<file path="src/rtl/regfile_dump_ctrl_if.sv">
// Signal bundle between the register-file dump engine and its surroundings:
// dump request, register-file read ports and the valid/ready trace stream.
interface regfile_dump_ctrl_if #(
  parameter int unsigned ADDR_W = 5,
  parameter int unsigned DATA_W = 32
);
  logic              start;
  logic              abort;
  logic [ADDR_W-1:0] first_addr;
  logic [ADDR_W-1:0] last_addr;
  logic [ADDR_W-1:0] a1;
  logic [ADDR_W-1:0] a2;
  logic [DATA_W-1:0] rd1;
  logic [DATA_W-1:0] rd2;
  logic              m_valid;
  logic              m_ready;
  logic [DATA_W-1:0] m_data;
  logic [ADDR_W-1:0] m_addr;
  logic              m_last;
  logic              busy;
  logic              done;
  logic              err;

  modport master (
    input  start, abort, first_addr, last_addr, rd1, rd2, m_ready,
    output a1, a2, m_valid, m_data, m_addr, m_last, busy, done, err
  );

  modport slave (
    output start, abort, first_addr, last_addr, rd1, rd2, m_ready,
    input  a1, a2, m_valid, m_data, m_addr, m_last, busy, done, err
  );
endinterface

</file>
<file path="src/rtl/regfile_dump_ctrl.sv">
// Walks a register range two words per cycle through the a1/a2 read ports and
// streams {value, index} through a small FIFO onto a valid/ready trace output.
module regfile_dump_ctrl #(
  parameter int unsigned ADDR_W     = 5,
  parameter int unsigned DATA_W     = 32,
  parameter int unsigned FIFO_DEPTH = 4
) (
  input logic                 clk,
  input logic                 rst_n,
  regfile_dump_ctrl_if.master bus
);
  localparam int unsigned PtrW = $clog2(FIFO_DEPTH);
  localparam int unsigned CntW = $clog2(FIFO_DEPTH + 1);

  typedef enum logic [1:0] {StIdle, StRead, StDrain} state_e;

  state_e            state_q, state_d;
  // One extra bit so that stepping past end = 2**ADDR_W - 1 cannot wrap to 0.
  logic [ADDR_W:0]   ptr_q, ptr_d, end_q, end_d;
  logic              done_q, done_d, err_q, err_d;
  logic              flush;

  logic [DATA_W-1:0] mem_data_q [FIFO_DEPTH];
  logic [ADDR_W-1:0] mem_addr_q [FIFO_DEPTH];
  logic              mem_last_q [FIFO_DEPTH];
  logic [PtrW-1:0]   wr_ptr_q, rd_ptr_q, wr_ptr_p1;
  logic [CntW-1:0]   count_q, free;

  logic              at_end, pair_end, capture, pop, fifo_valid;
  logic [ADDR_W:0]   ptr_p1;
  logic [1:0]        need, push_n;

  assign ptr_p1     = ptr_q + 1'b1;
  assign at_end     = (ptr_q == end_q);
  assign pair_end   = (ptr_p1 == end_q);
  assign need       = at_end ? 2'd1 : 2'd2;
  // Credit comes only from the registered count; same-cycle pops do not help.
  assign free       = CntW'(FIFO_DEPTH) - count_q;
  assign capture    = (state_q == StRead) && !bus.abort && (free >= CntW'(need));
  assign push_n     = capture ? need : 2'd0;
  assign fifo_valid = (count_q != '0);
  assign pop        = fifo_valid && bus.m_ready;
  assign wr_ptr_p1  = wr_ptr_q + PtrW'(1);

  always_ff @(posedge clk or negedge rst_n) begin
    if (!rst_n) begin
      state_q <= StIdle;
      ptr_q   <= '0;
      end_q   <= '0;
      done_q  <= 1'b0;
      err_q   <= 1'b0;
    end else begin
      state_q <= state_d;
      ptr_q   <= ptr_d;
      end_q   <= end_d;
      done_q  <= done_d;
      err_q   <= err_d;
    end
  end

  always_comb begin
    state_d = state_q;
    ptr_d   = ptr_q;
    end_d   = end_q;
    done_d  = 1'b0;
    err_d   = 1'b0;
    flush   = 1'b0;
    case (state_q)
      StIdle: begin
        if (bus.start && !bus.abort) begin
          if (bus.first_addr <= bus.last_addr) begin
            ptr_d   = {1'b0, bus.first_addr};
            end_d   = {1'b0, bus.last_addr};
            state_d = StRead;
          end else begin
            err_d  = 1'b1;
            done_d = 1'b1;
          end
        end
      end
      StRead: begin
        if (bus.abort) begin
          flush   = 1'b1;
          done_d  = 1'b1;
          state_d = StIdle;
        end else if (capture) begin
          ptr_d = ptr_q + 2'd2;
          if (at_end || pair_end) state_d = StDrain;
        end
      end
      StDrain: begin
        if (bus.abort) begin
          flush   = 1'b1;
          done_d  = 1'b1;
          state_d = StIdle;
        end else if (pop && count_q == CntW'(1)) begin
          done_d  = 1'b1;
          state_d = StIdle;
        end
      end
      default: state_d = StIdle;
    endcase
  end

  always_comb begin
    bus.a1 = '0;
    bus.a2 = '0;
    if (state_q == StRead) begin
      bus.a1 = ptr_q[ADDR_W-1:0];
      bus.a2 = at_end ? ptr_q[ADDR_W-1:0] : ptr_p1[ADDR_W-1:0];
    end
    bus.busy    = (state_q != StIdle);
    bus.done    = done_q;
    bus.err     = err_q;
    bus.m_valid = fifo_valid;
    bus.m_data  = fifo_valid ? mem_data_q[rd_ptr_q] : '0;
    bus.m_addr  = fifo_valid ? mem_addr_q[rd_ptr_q] : '0;
    bus.m_last  = fifo_valid && mem_last_q[rd_ptr_q];
  end

  always_ff @(posedge clk or negedge rst_n) begin
    if (!rst_n) begin
      wr_ptr_q   <= '0;
      rd_ptr_q   <= '0;
      count_q    <= '0;
      mem_data_q <= '{default: '0};
      mem_addr_q <= '{default: '0};
      mem_last_q <= '{default: 1'b0};
    end else if (flush) begin
      wr_ptr_q <= '0;
      rd_ptr_q <= '0;
      count_q  <= '0;
    end else begin
      if (capture) begin
        mem_data_q[wr_ptr_q] <= bus.rd1;
        mem_addr_q[wr_ptr_q] <= ptr_q[ADDR_W-1:0];
        mem_last_q[wr_ptr_q] <= at_end;
        if (!at_end) begin
          mem_data_q[wr_ptr_p1] <= bus.rd2;
          mem_addr_q[wr_ptr_p1] <= ptr_p1[ADDR_W-1:0];
          mem_last_q[wr_ptr_p1] <= pair_end;
        end
      end
      wr_ptr_q <= wr_ptr_q + PtrW'(push_n);
      rd_ptr_q <= rd_ptr_q + PtrW'(pop);
      count_q  <= count_q + CntW'(push_n) - CntW'(pop);
    end
  end
endmodule

</file>
<file path="src/flat_wrapper.sv">
// flat-port wrapper written by rule: the top's interface ports become plain ports
module regfile_dump_ctrl_flat 
#(
  parameter int unsigned ADDR_W     = 5,
  parameter int unsigned DATA_W     = 32,
  parameter int unsigned FIFO_DEPTH = 4
)
  (clk, rst_n, bus_start, bus_abort, bus_first_addr, bus_last_addr, bus_rd1, bus_rd2, bus_m_ready, bus_a1, bus_a2, bus_m_valid, bus_m_data, bus_m_addr, bus_m_last, bus_busy, bus_done, bus_err);
  regfile_dump_ctrl_if #(.ADDR_W(ADDR_W), .DATA_W(DATA_W)) bus_i ();
  input logic clk;
  input logic rst_n;
  input wire logic [$bits(bus_i.start)-1:0] bus_start;
  input wire logic [$bits(bus_i.abort)-1:0] bus_abort;
  input wire logic [$bits(bus_i.first_addr)-1:0] bus_first_addr;
  input wire logic [$bits(bus_i.last_addr)-1:0] bus_last_addr;
  input wire logic [$bits(bus_i.rd1)-1:0] bus_rd1;
  input wire logic [$bits(bus_i.rd2)-1:0] bus_rd2;
  input wire logic [$bits(bus_i.m_ready)-1:0] bus_m_ready;
  output wire logic [$bits(bus_i.a1)-1:0] bus_a1;
  output wire logic [$bits(bus_i.a2)-1:0] bus_a2;
  output wire logic [$bits(bus_i.m_valid)-1:0] bus_m_valid;
  output wire logic [$bits(bus_i.m_data)-1:0] bus_m_data;
  output wire logic [$bits(bus_i.m_addr)-1:0] bus_m_addr;
  output wire logic [$bits(bus_i.m_last)-1:0] bus_m_last;
  output wire logic [$bits(bus_i.busy)-1:0] bus_busy;
  output wire logic [$bits(bus_i.done)-1:0] bus_done;
  output wire logic [$bits(bus_i.err)-1:0] bus_err;
  assign bus_i.start = bus_start;
  assign bus_i.abort = bus_abort;
  assign bus_i.first_addr = bus_first_addr;
  assign bus_i.last_addr = bus_last_addr;
  assign bus_i.rd1 = bus_rd1;
  assign bus_i.rd2 = bus_rd2;
  assign bus_i.m_ready = bus_m_ready;
  assign bus_a1 = bus_i.a1;
  assign bus_a2 = bus_i.a2;
  assign bus_m_valid = bus_i.m_valid;
  assign bus_m_data = bus_i.m_data;
  assign bus_m_addr = bus_i.m_addr;
  assign bus_m_last = bus_i.m_last;
  assign bus_busy = bus_i.busy;
  assign bus_done = bus_i.done;
  assign bus_err = bus_i.err;
  regfile_dump_ctrl #(.ADDR_W(ADDR_W), .DATA_W(DATA_W), .FIFO_DEPTH(FIFO_DEPTH)) u_core (.clk(clk), .rst_n(rst_n), .bus(bus_i));
endmodule
</file>
<file path="config.mk">
export PLATFORM = sky130hd
export DESIGN_NAME = regfile_dump_ctrl_flat
export DESIGN_NICKNAME = d
export VERILOG_FILES = /design/src/rtl/regfile_dump_ctrl_if.sv /design/src/rtl/regfile_dump_ctrl.sv /design/src/flat_wrapper.sv
export SDC_FILE = /design/constraint.sdc
export NUM_CORES = 1
export LEC_CHECK = 0
export BUFFER_PORTS_ARGS = -buffer_cell sky130_fd_sc_hd__buf_2
export CAP_MARGIN = 25
export CORE_AREA = 2 2 183 185
export CTS_CLUSTER_DIAMETER = 150
export DETAILED_ROUTE_END_ITERATION = 10
export DIE_AREA = 0 0 185 187
export REMOVE_ABC_BUFFERS = 1
export SYNTH_ARGS = -nofsm -noshare
export SYNTH_HDL_FRONTEND = slang
export SYNTH_SLANG_ARGS = --single-unit
</file>
<file path="constraint.sdc">
create_clock -name clk -period 12.3 [get_ports clk]
set_input_delay 1.845 -clock clk [delete_from_list [all_inputs] [get_ports clk]]
set_output_delay 1.845 -clock clk [all_outputs]
set_load 0.1 [all_outputs]
</file>
==> flow_summary.ini <==
[status]
outcome = complete, no violations

[clock_network]
cts_setup_buffers = 0
cts_tree = built
clock-sinks = 174
clockRootBuffer = clkbuf_16
post_cts_resized = 0
cts_buffers = 17
clk_pin_slew_ns = 0.07
clock_latency_ns = 0.44
htree_levels = 4
clk_path_buf_depth = 2
cts_hold_buf = 0

[timing]
finalCritPeriodShare = 0.436
worstMarginPinSlew_ns = 1.02
finalHoldViolations = 0
max_clock_freq_mhz = 186
period_minus_slack_ns = 5.37
slew_violations = 0
rsz0062_at_grt = false
setup_viol = 0
max_slew_margin = 0.318
finalClockSkew_ns = 0.0134
tns_ns = 0

[detailed_routing]
routed_via_density = 5.63
drt_wl_total_mm = 32.3
drc = 0
via_count = 8550
drt_iter0_drc = 800
ant_nets = 0
wl_per_cell_um = 21.2
drt_first_pass_iters = 5

[synth]
synth.avg_cell_area_um2 = 9.89
synth-edff-count = 0
ys.flop_type = dfrtp_1
synth_top_cell_by_area = dfrtp_1
ys_ff_latch = 174
synth_top_area_frac = 0.450
seq_area_frac_synth = 0.450
ys_types = 61
async_flop_share = 1.00
synth_area_um2 = 9670
syn_inst = 978
synth_area_leaders = dfrtp_1, mux4_2, o22ai_1
ys.warnings.count = 0

[layout]
fin_util = 0.344
final_common_cell = dfrtp_1
synthToLayoutAreaGrowth_pct = 16.8
nNetsFinal = 1157
layout-drive-gt1-share = 0.227
most-common-layout-cells = dfrtp_1, buf_2, o22ai_1, a21oi_1, nor2_1
fill_cells = 3384

[flow_run]
maxCapViolCount = 0

[floorplanning]
die-width_um = 185
num_rows = 67
coreArea_um2 = 32900
initial_utilization = 0.294
io_pins = 131
die-area_um2 = 34600
fp.dieH_um = 187

[setup_path]
required_ns = 10.45
cp-start-kind = flop
cpPeakStageDelay_ns = 0.76
path_max_fanout = 19
arrival_ns = 3.52
end_kind = output port
reg2regPathDepth = 14
setup.worst_path.end = bus_a2[3]
critPathKind = flop to output port
slowest_stage = dfrtp_1
r2r_slack_ns = 7.19
reg2reg_from = u_core.ptr_q[0]
cp_cell_sequence = xor2_1 -> nand2b_1 -> or2_1 -> clkinv_4 -> or3_1 -> a21oi_1 -> buf_2
rr_endpoint = u_core.count_q[2]
crit_start = u_core.ptr_q[0]

[global_route]
met1_usage = 0.270
grt_use_total = 0.188
grt_pass1_vias = 8483
globalRouteMet2Util = 0.291
grt_pass1_wl_mm = 50.1
grt_util_met3 = 0.0337
grt_max_degree = 64
grt_overflow = 0
busiest_layer = met2
antenna_found_initial = 1

[placed_design]
io_buffers = 130
gp_congestion = 0.812
post-dp-hpwl_mm = 19.4

[min_path]
whs_path_depth = 1
hold_class = flop to flop
[synth_stat cells (all sizes together), types with 3 or more instances]
cell type,n
a211oi,8
a21oi,121
a221o,3
a22oi,29
a2bb2oi,18
and2,45
buf,25
clkbuf,64
dfrtp,174
ha,21
inv,37
mux4,38
nand2,27
nand2b,4
nand3,10
nand4,4
nor2,114
nor2b,3
nor3,7
o21ai,19
o22a,5
o22ai,117
o2bb2ai,21
o32a,8
o32ai,5
or2,4
or3,4
xnor2,10
xor2,5
[stage by stage]
stage                     instance area (µm²)  worst slack, ns  hold WS, ns  std cells
final                                   11300             6.93        0.494       1518
after floorplan                          9290             6.22        0.452        889
after CTS                               11300             6.91        0.495       1517
after global routing                    11300             6.68        0.514       1518
after detailed placement                10700             7.26        0.474       1485
after global placement                  10700             7.41        0.467       1485
[routing by layer]
layer,wire [µm],vias up
li1,-,3811
met5,0,-
met4,508,0
met2,15200,427
met1,13900,4263
met3,2650,49
[state kept, by name (all words and copies together) (netlist names)]
| register | count |
|---|---|
| u_core.end_q | 5 |
| u_core.rd_ptr_q | 2 |
| u_core.mem_data_q | 128 |
| u_core.mem_addr_q | 20 |
| u_core.state_q | 2 |
| u_core.count_q | 3 |
| u_core.mem_last_q | 4 |
| u_core.bus.err | 1 |
| u_core.wr_ptr_q | 2 |
| u_core.ptr_q | 6 |
| u_core.bus.done | 1 |
[area by class of cell]
| cell class | count | area [µm²] | area share |
|---|---|---|---|
| Clock buffer | 19 | 453 | 0.0401 |
| Antenna cell | 1 | 2.50 | 0.000222 |
| Timing Repair Buffer | 148 | 792 | 0.0701 |
| Multi-Input combinational cell | 676 | 4830 | 0.428 |
| Inverter | 39 | 151 | 0.0134 |
| Sequential cell | 174 | 4360 | 0.386 |
| Clock inverter | 13 | 148 | 0.0131 |
| Tap cell | 448 | 561 | 0.0496 |
[worst max-delay path: cells and delay by family, from the launching register on]
| kind | cells | cell delay, ns |
|---|---|---|
| compound gates | 1 | 0.16 |
| flops | 1 | 0.76 |
| xor+xnor | 1 | 0.21 |
| simple gates | 3 | 1.18 |
| buf+inv | 2 | 0.77 |
[cells by family after synthesis]
kind of cell               synth area share
muxes                                0.0917
xor gates and xnor gates             0.0144
DFF                                   0.450
adders and majority gates            0.0292
buffers and inverters                0.0554
and+or+nand+nor                       0.109
AOI/OAI and AO/OA                     0.250
[worst min path at each step]
| stage | startpoint | endpoint | slack [ns] |
|---|---|---|---|
| CTS | u_core.mem_data_q[86] | u_core.mem_data_q[86] | 0.50 |
| floorplan | u_core.mem_data_q[66] | u_core.mem_data_q[66] | 0.45 |
| global placement | u_core.mem_data_q[70] | u_core.mem_data_q[70] | 0.47 |
| finish | u_core.mem_data_q[94] | u_core.mem_data_q[94] | 0.49 |
| detailed placement | u_core.mem_data_q[86] | u_core.mem_data_q[86] | 0.47 |
| global route | u_core.mem_data_q[91] | u_core.mem_data_q[91] | 0.51 |
Power is left out: the tool's default activity adds up to more than one toggle a clock period on the data nets, which glitch-free logic cannot reach.
